$ cat config.mk
export PLATFORM = sky130hd
export DESIGN_NAME = blk_seq_counter
export DESIGN_NICKNAME = d
export VERILOG_FILES = /design/src/rtl/blk_seq_counter.sv
export SDC_FILE = /design/constraint.sdc
export NUM_CORES = 1
export LEC_CHECK = 0
export CAP_MARGIN = 20
export CORE_ASPECT_RATIO = 0.9
export CORE_UTILIZATION = 52
export CTS_CLUSTER_SIZE = 14
export DETAILED_ROUTE_END_ITERATION = 16
export MAX_ROUTING_LAYER = met4
export PLACE_DENSITY_LB_ADDON = 0.15
export SYNTH_ARGS = -nofsm -noshare
export SYNTH_HDL_FRONTEND = slang
export SYNTH_SLANG_ARGS = --single-unit
$ cat constraint.sdc
create_clock -name clk_i -period 2.3 [get_ports clk_i]
set_clock_uncertainty 0.1 [all_clocks]
set_input_delay 0.345 -clock clk_i [delete_from_list [all_inputs] [get_ports clk_i]]
set_output_delay 0.345 -clock clk_i [all_outputs]
set_load 0.1 [all_outputs]
$ cat src/rtl/blk_seq_counter.sv
// Block-index sequencer: walks first..last (single-pass or wrap) over valid/ready.
// Latency: start to first valid index is 1 cycle. The index is held while blk_ready_i is low.
module blk_seq_counter #(
  parameter int WIDTH  = 8,
  parameter int PASS_W = 4
) (
  input  logic              clk_i,
  input  logic              rst_n_i,
  input  logic              start_i,
  input  logic              abort_i,
  input  logic              pause_i,
  input  logic              mode_i,
  input  logic [WIDTH-1:0]  first_blk_i,
  input  logic [WIDTH-1:0]  last_blk_i,
  input  logic              blk_ready_i,
  output logic              blk_valid_o,
  output logic [WIDTH-1:0]  blk_cnt_o,
  output logic              first_o,
  output logic              last_o,
  output logic              busy_o,
  output logic              done_o,
  output logic              err_o,
  output logic [PASS_W-1:0] pass_cnt_o
);

  typedef enum logic [1:0] {
    S_IDLE  = 2'd0,
    S_RUN   = 2'd1,
    S_PAUSE = 2'd2
  } state_t;

  state_t              r_state;
  state_t              w_state_nxt;
  logic [WIDTH-1:0]    r_cnt;
  logic [WIDTH-1:0]    w_cnt_nxt;
  logic [WIDTH-1:0]    r_first;
  logic [WIDTH-1:0]    r_last;
  logic                r_mode;
  logic [PASS_W-1:0]   r_pass;
  logic [PASS_W-1:0]   w_pass_nxt;
  logic                r_done;
  logic                w_done_nxt;
  logic                r_err;
  logic                w_err_nxt;
  logic                w_capture;
  logic                w_hs;
  logic                w_at_last;

  assign w_hs      = (r_state == S_RUN) & blk_ready_i;
  assign w_at_last = (r_cnt == r_last);

  always_comb begin
    w_state_nxt = r_state;
    w_cnt_nxt   = r_cnt;
    w_pass_nxt  = r_pass;
    w_done_nxt  = 1'b0;
    w_err_nxt   = 1'b0;
    w_capture   = 1'b0;
    case (r_state)
      S_IDLE: begin
        if (start_i && !abort_i) begin
          if (first_blk_i <= last_blk_i) begin
            w_capture   = 1'b1;
            w_cnt_nxt   = first_blk_i;
            w_pass_nxt  = '0;
            w_state_nxt = S_RUN;
          end else begin
            w_err_nxt = 1'b1;
          end
        end
      end
      S_RUN: begin
        if (abort_i) begin
          w_state_nxt = S_IDLE;
        end else if (w_hs) begin
          if (!w_at_last) begin
            w_cnt_nxt   = r_cnt + 1'b1;
            w_state_nxt = pause_i ? S_PAUSE : S_RUN;
          end else if (!r_mode) begin
            w_state_nxt = S_IDLE;
            w_done_nxt  = 1'b1;
          end else begin
            // Wrap reloads first rather than computing last+1, so last = all-ones is safe.
            w_cnt_nxt   = r_first;
            w_pass_nxt  = (&r_pass) ? r_pass : r_pass + 1'b1;
            w_state_nxt = pause_i ? S_PAUSE : S_RUN;
          end
        end
      end
      S_PAUSE: begin
        if (abort_i) begin
          w_state_nxt = S_IDLE;
        end else if (!pause_i) begin
          w_state_nxt = S_RUN;
        end
      end
      default: w_state_nxt = S_IDLE;
    endcase
  end

  always_ff @(posedge clk_i or negedge rst_n_i) begin
    if (!rst_n_i) begin
      r_state <= S_IDLE;
      r_cnt   <= '0;
      r_first <= '0;
      r_last  <= '0;
      r_mode  <= 1'b0;
      r_pass  <= '0;
      r_done  <= 1'b0;
      r_err   <= 1'b0;
    end else begin
      r_state <= w_state_nxt;
      r_cnt   <= w_cnt_nxt;
      r_pass  <= w_pass_nxt;
      r_done  <= w_done_nxt;
      r_err   <= w_err_nxt;
      if (w_capture) begin
        r_first <= first_blk_i;
        r_last  <= last_blk_i;
        r_mode  <= mode_i;
      end
    end
  end

  assign blk_valid_o = (r_state == S_RUN);
  assign blk_cnt_o   = r_cnt;
  assign first_o     = blk_valid_o & (r_cnt == r_first);
  assign last_o      = blk_valid_o & w_at_last;
  assign busy_o      = (r_state != S_IDLE);
  assign done_o      = r_done;
  assign err_o       = r_err;
  assign pass_cnt_o  = r_pass;

endmodule

; Yosys cells after proc, flatten, opt, wreduce, memory -nomap -nowiden
; Index checks and enable logic that the tools add are counted.
; Widths: inputs -> output; s select.
[word_totals]
word_cells = 73
in_bits = 23
regBits = 33
out_inout_bits = 18
[classes]
add_sub_neg = 2
muxes = 36
bitwise_logic = 3
n_reduce_logical = 9
n_lt_le_gt_ge = 1
n_eq_ne = 14
[ops]
columns = op, n
row1 = $mux 8, 6
row2 = $mux 4, 7
row3 = $mux 2, 9
row4 = $eq 8x8->1, 2
row5 = $pmux 8 s2, 1
row6 = $mux 1, 11
row7 = $add 8x1->8 const B, 1
row8 = $le 8x8->1, 1
row9 = $ne 2x2->1 const B, 4
row10 = $pmux 4 s2, 1
row11 = $reduce_and 4->1, 2
row12 = $reduce_and 8->1, 1
row13 = $ne 2x1->1 const B, 3
row14 = $ne 3x3->1 const B, 2
row15 = $pmux 2 s3, 1
row16 = $reduce_and 6->1, 1
row17 = $add 4x1->4 const B, 1
row18 = $reduce_bool 2->1, 2
row19 = $and 1x1->1, 3
row20 = $ne 3x2->1 const B, 1
row21 = $eq 2x1->1 const B, 1
row22 = $eq 2x2->1 const B, 1
row23 = $logic_not 2->1, 1
row24 = $logic_and 1x1->1, 1
row25 = $logic_not 1->1, 1

; Longest topological paths before layout
; Gate-level depths: netlist (run 1).
[depth]
ltp_word = 7
mapped_depth = 9
mapped_depth_nobuf = 8

; Worst setup path before layout (run 1)
; Ideal clock, no wire load.
[synth_timing]
path_kind = reg-to-output
startpoint = reg r_cnt[4] (netlist: blk_cnt_o[4])
endpoint = out first_o
t_arrival_ps = 4309
stages_incl_launch_ff = 5
n_path_buf = 1
required_ps = 1855
setup_slack_ps = -2454
path_cell_list = dfrtp_1 > buf_2 > xnor2_1 > nand4_1 > nor4_1
[synth_between]
elab_chain_cells = 2
[synth_rtl]
columns = element, line
row1 = "start, declared", 34  ; logic [WIDTH-1:0] r_cnt;
row2 = "start signal, assigned", 113  ; r_cnt <= w_cnt_nxt;
row3 = $eq 8x8->1, 127  ; assign first_o = blk_valid_o & (r_cnt == r_first);
row4 = $and 1x1->1, 127
row5 = "end, declared", 18  ; output logic first_o,
; No other way between the ends.

; Worst setup path after layout (run 1)
[layout_timing]
startpoint = reg r_cnt[0] (netlist: blk_cnt_o[0])
endpoint = out first_o
; The elaborated chain is that of the path after synthesis.

==> results of run 1 <==
[placed cells by master, fill, tap and decap left out, drive strengths merged, types with 2 or more instances in the layout]
cell and count:
a21oi 8, mux2i 8, nand3 12, nor3 5, nand4 5, xnor2 16, o211ai 2, nand2b 3
dlymetal6s2s 14, clkbuf 7, mux2 20, o2bb2ai 2, o21a 3, buf 55, xor2 3, nor2 13
clkdlybuf4s50 7, inv 16, o31ai 3, or2 3, o21ai 15, clkinv 3, ha 10, dfrtp 33
nand2 15, a22o 3
[where the power goes]
group          internal, W  switching (W)
Clock             0.000210       0.000223
Sequential        0.000846       0.000260
Combinational      0.00104        0.00152
[flip-flops by register name, indices dropped and copies added (netlist names)]
| signal | flops |
|---|---|
| r_mode | 1 |
| err_o | 1 |
| r_state | 2 |
| r_last | 8 |
| r_first | 8 |
| pass_cnt_o | 4 |
| blk_cnt_o | 8 |
| done_o | 1 |
[per-layer routing]
metal  vias up  wire (um)
met4         0        133
met1       939       2540
li1        923          -
met3        14        448
met5         -          0
met2        67       2870
[worst min path at each step]
| stage | to | startpoint | slack [ps] |
|---|---|---|---|
| after floorplan | blk_cnt_o[0] | rst_n_i | -50 |
| after global placement | r_last[0] | r_last[0] | 420 |
| after detailed placement | r_last[1] | r_last[1] | 420 |
| after CTS | blk_cnt_o[3] | rst_n_i | 380 |
| after global routing | r_last[2] | last_blk_i[2] | 240 |
| final | r_last[4] | last_blk_i[4] | 250 |
[cell families after synthesis]
kind of cell / after synthesis / share of synthesized area
muxes: 28 / 0.146
AOI/OAI and AO/OA: 42 / 0.129
DFF: 33 / 0.377
adders and majority gates: 10 / 0.0571
and+or+nand+nor: 61 / 0.140
xor gates and xnor gates: 19 / 0.0862
buffers and inverters: 26 / 0.0645
[repair_timing]
| item | 4_1_cts | 5_1_grt |
|---|---|---|
| gates cloned | 0 | 1 |
| buffers inserted | 0 | 3 |
| setup endpoints to repair | 25 | 27 |
| gates resized for setup | 10 | 35 |
| pin swaps | 6 | 11 |
[cell type report]
cell class                 count  area share
multi-input combinational    160       0.438
sequential                    33       0.264
timing repair buffer          78       0.233
clock buffer                   6      0.0227
inverter                      17      0.0203
tap                           48      0.0188
clock inverter                 2     0.00313
[per-stage QoR]
| stage | worst slack, ps | TNS [ps] | cell area, um2 |
|---|---|---|---|
| 2_1_floorplan | -295 | -654 | 2270 |
| 3_3_place_gp | -342 | -8010 | 2900 |
| 3_5_place_dp | -438 | -10020 | 2900 |
| 4_1_cts | 6.18 | 0 | 3020 |
| 5_1_grt | -34.2 | -52.0 | 3200 |
| 6_report | 22.2 | 0 | 3200 |
==> impl_metrics.toml, run 1 <==
[clocking]
h-tree-depth = 2
cts_buffers = 5
clockRootBuffer = "clkbuf_8"
clk_latency_ps = 290
cts_tree = "built"
clkTransAtPathRegs_ps = 70
holdBufCountCts = 0
clock_sinks = 33
clock_path_buffers = 2

[floorplanning]
dieArea_mm2 = 0.00448
core_area_mm2 = 0.00405
start_util = 0.542
die_w_um = 70.4
fp-row-count = 22
die_y_um = 63.6
io_pins = 41

[power_and_ir_drop]
power_density_mw_per_mm2 = 1280
power_w = 0.00410
peakVddDrop_mv = 0.713
power_leakage_nw = 1.54

[yosys]
yosys_warnings = 0
yosysMostFrequentCell = "dfrtp_1"
synth-edff-count = 0
synth.avg_cell_area_um2 = 10.0
yosysUniqueCellTypes = 48
async_reset_ff_frac = 1.00
syn_inst = 219
ys.flop_type = "dfrtp_1"
synth_common_cells = "dfrtp_1, inv_1, nand2_1"
ys_top_cells_by_area = "dfrtp_1, mux2_2, ha_1"
synth_fp_nets = 252
ys_seq_area_frac = 0.377
synth_seq_cells = 33
synth_top_area_frac = 0.377
netlist_area_mm2 = 0.00219
yosys.area.top_type = "dfrtp_1"

[final_layout]
nFillCells = 233
fin_util = 0.792
register_area_um2 = 846
fin_cells = 344
area_growth_pct = 46.1
antenna_cells = 0
drive_above_1_share = 0.432
nNetsFinal = 328
multi_input_area_mm2 = 0.00140

[sta]
timing.hold.ws_ps = 248
setup_viol = 0
slew_headroom = 0.709
tightest_slew_ps = 436
period_share = 0.990
fin_crit_ps = 2280
hold_violations = 0
final-max-slew-violation-count = 0
timing.fmax_mhz = 439

[global_route]
grt_usage = 0.283
grt_max_degree = 34
grtUsageMet2 = 0.427
grt_pass1_wl_um = 9280
grt_busiest_layer = "met2"
met1_usage = 0.374
grt_pass1_vias = 1884
grt_antenna_before_repair = 0
grt-ovfl-total = 0
grtUsageMet3 = 0.0544

[status]
outcome = "finished, final reports clean"

[worst_setup_path]
max_stage_delay_ps = 430
reg2regPathDepth = 7
arrival_ps = 1830
crit_buf_inv = 2
startpoint_type = "flop"
startpoint = "blk_cnt_o[0]"
rr_endpoint = "blk_cnt_o[1]"
cp_top_family = "simple AND/OR/NAND/NOR gates"
worstPathRequired_ps = 1860
crit_chain = "buf_4 > xnor2_1 > nand3_2 > nor4_4 > buf_12"
cp.depth = 5
crit_path_end_kind = "output pin"
cp_slowest_cell = "dfrtp_2"
reg2reg_setup_slack_ps = 180
r2r_start = "blk_cnt_o[3]"
worstSetupPathType = "reg -> out"
worstPathMaxFanout = 6
crit_path_end = "first_o"

[place]
port_buffers = 40
placed_cells = 332
place_congestion = 0.888
hpwl_um = 4130

[run]
cap_violations = 0

[detailed_routing]
avgRoutedWirePerCell_um = 17.4
vias_per_cell = 5.65
vias = 1943
drt_wl_total_um = 5980
firstDrtPassIters = 4
drc_errors = 0
ant_nets = 0
drtIter0Drc = 164

[min_path]
holdCritPathClass = "in -> reg"
hold_path_depth = 2
Note: power is estimated with default switching activity, not from simulation.
==> run 2: changes to the inputs <==
Settings changed: HOLD_SLACK_MARGIN from default to 0.06.
==> results of run 2 <==
Same layout as run 1: the final DEF is identical, and so are final timing and power.
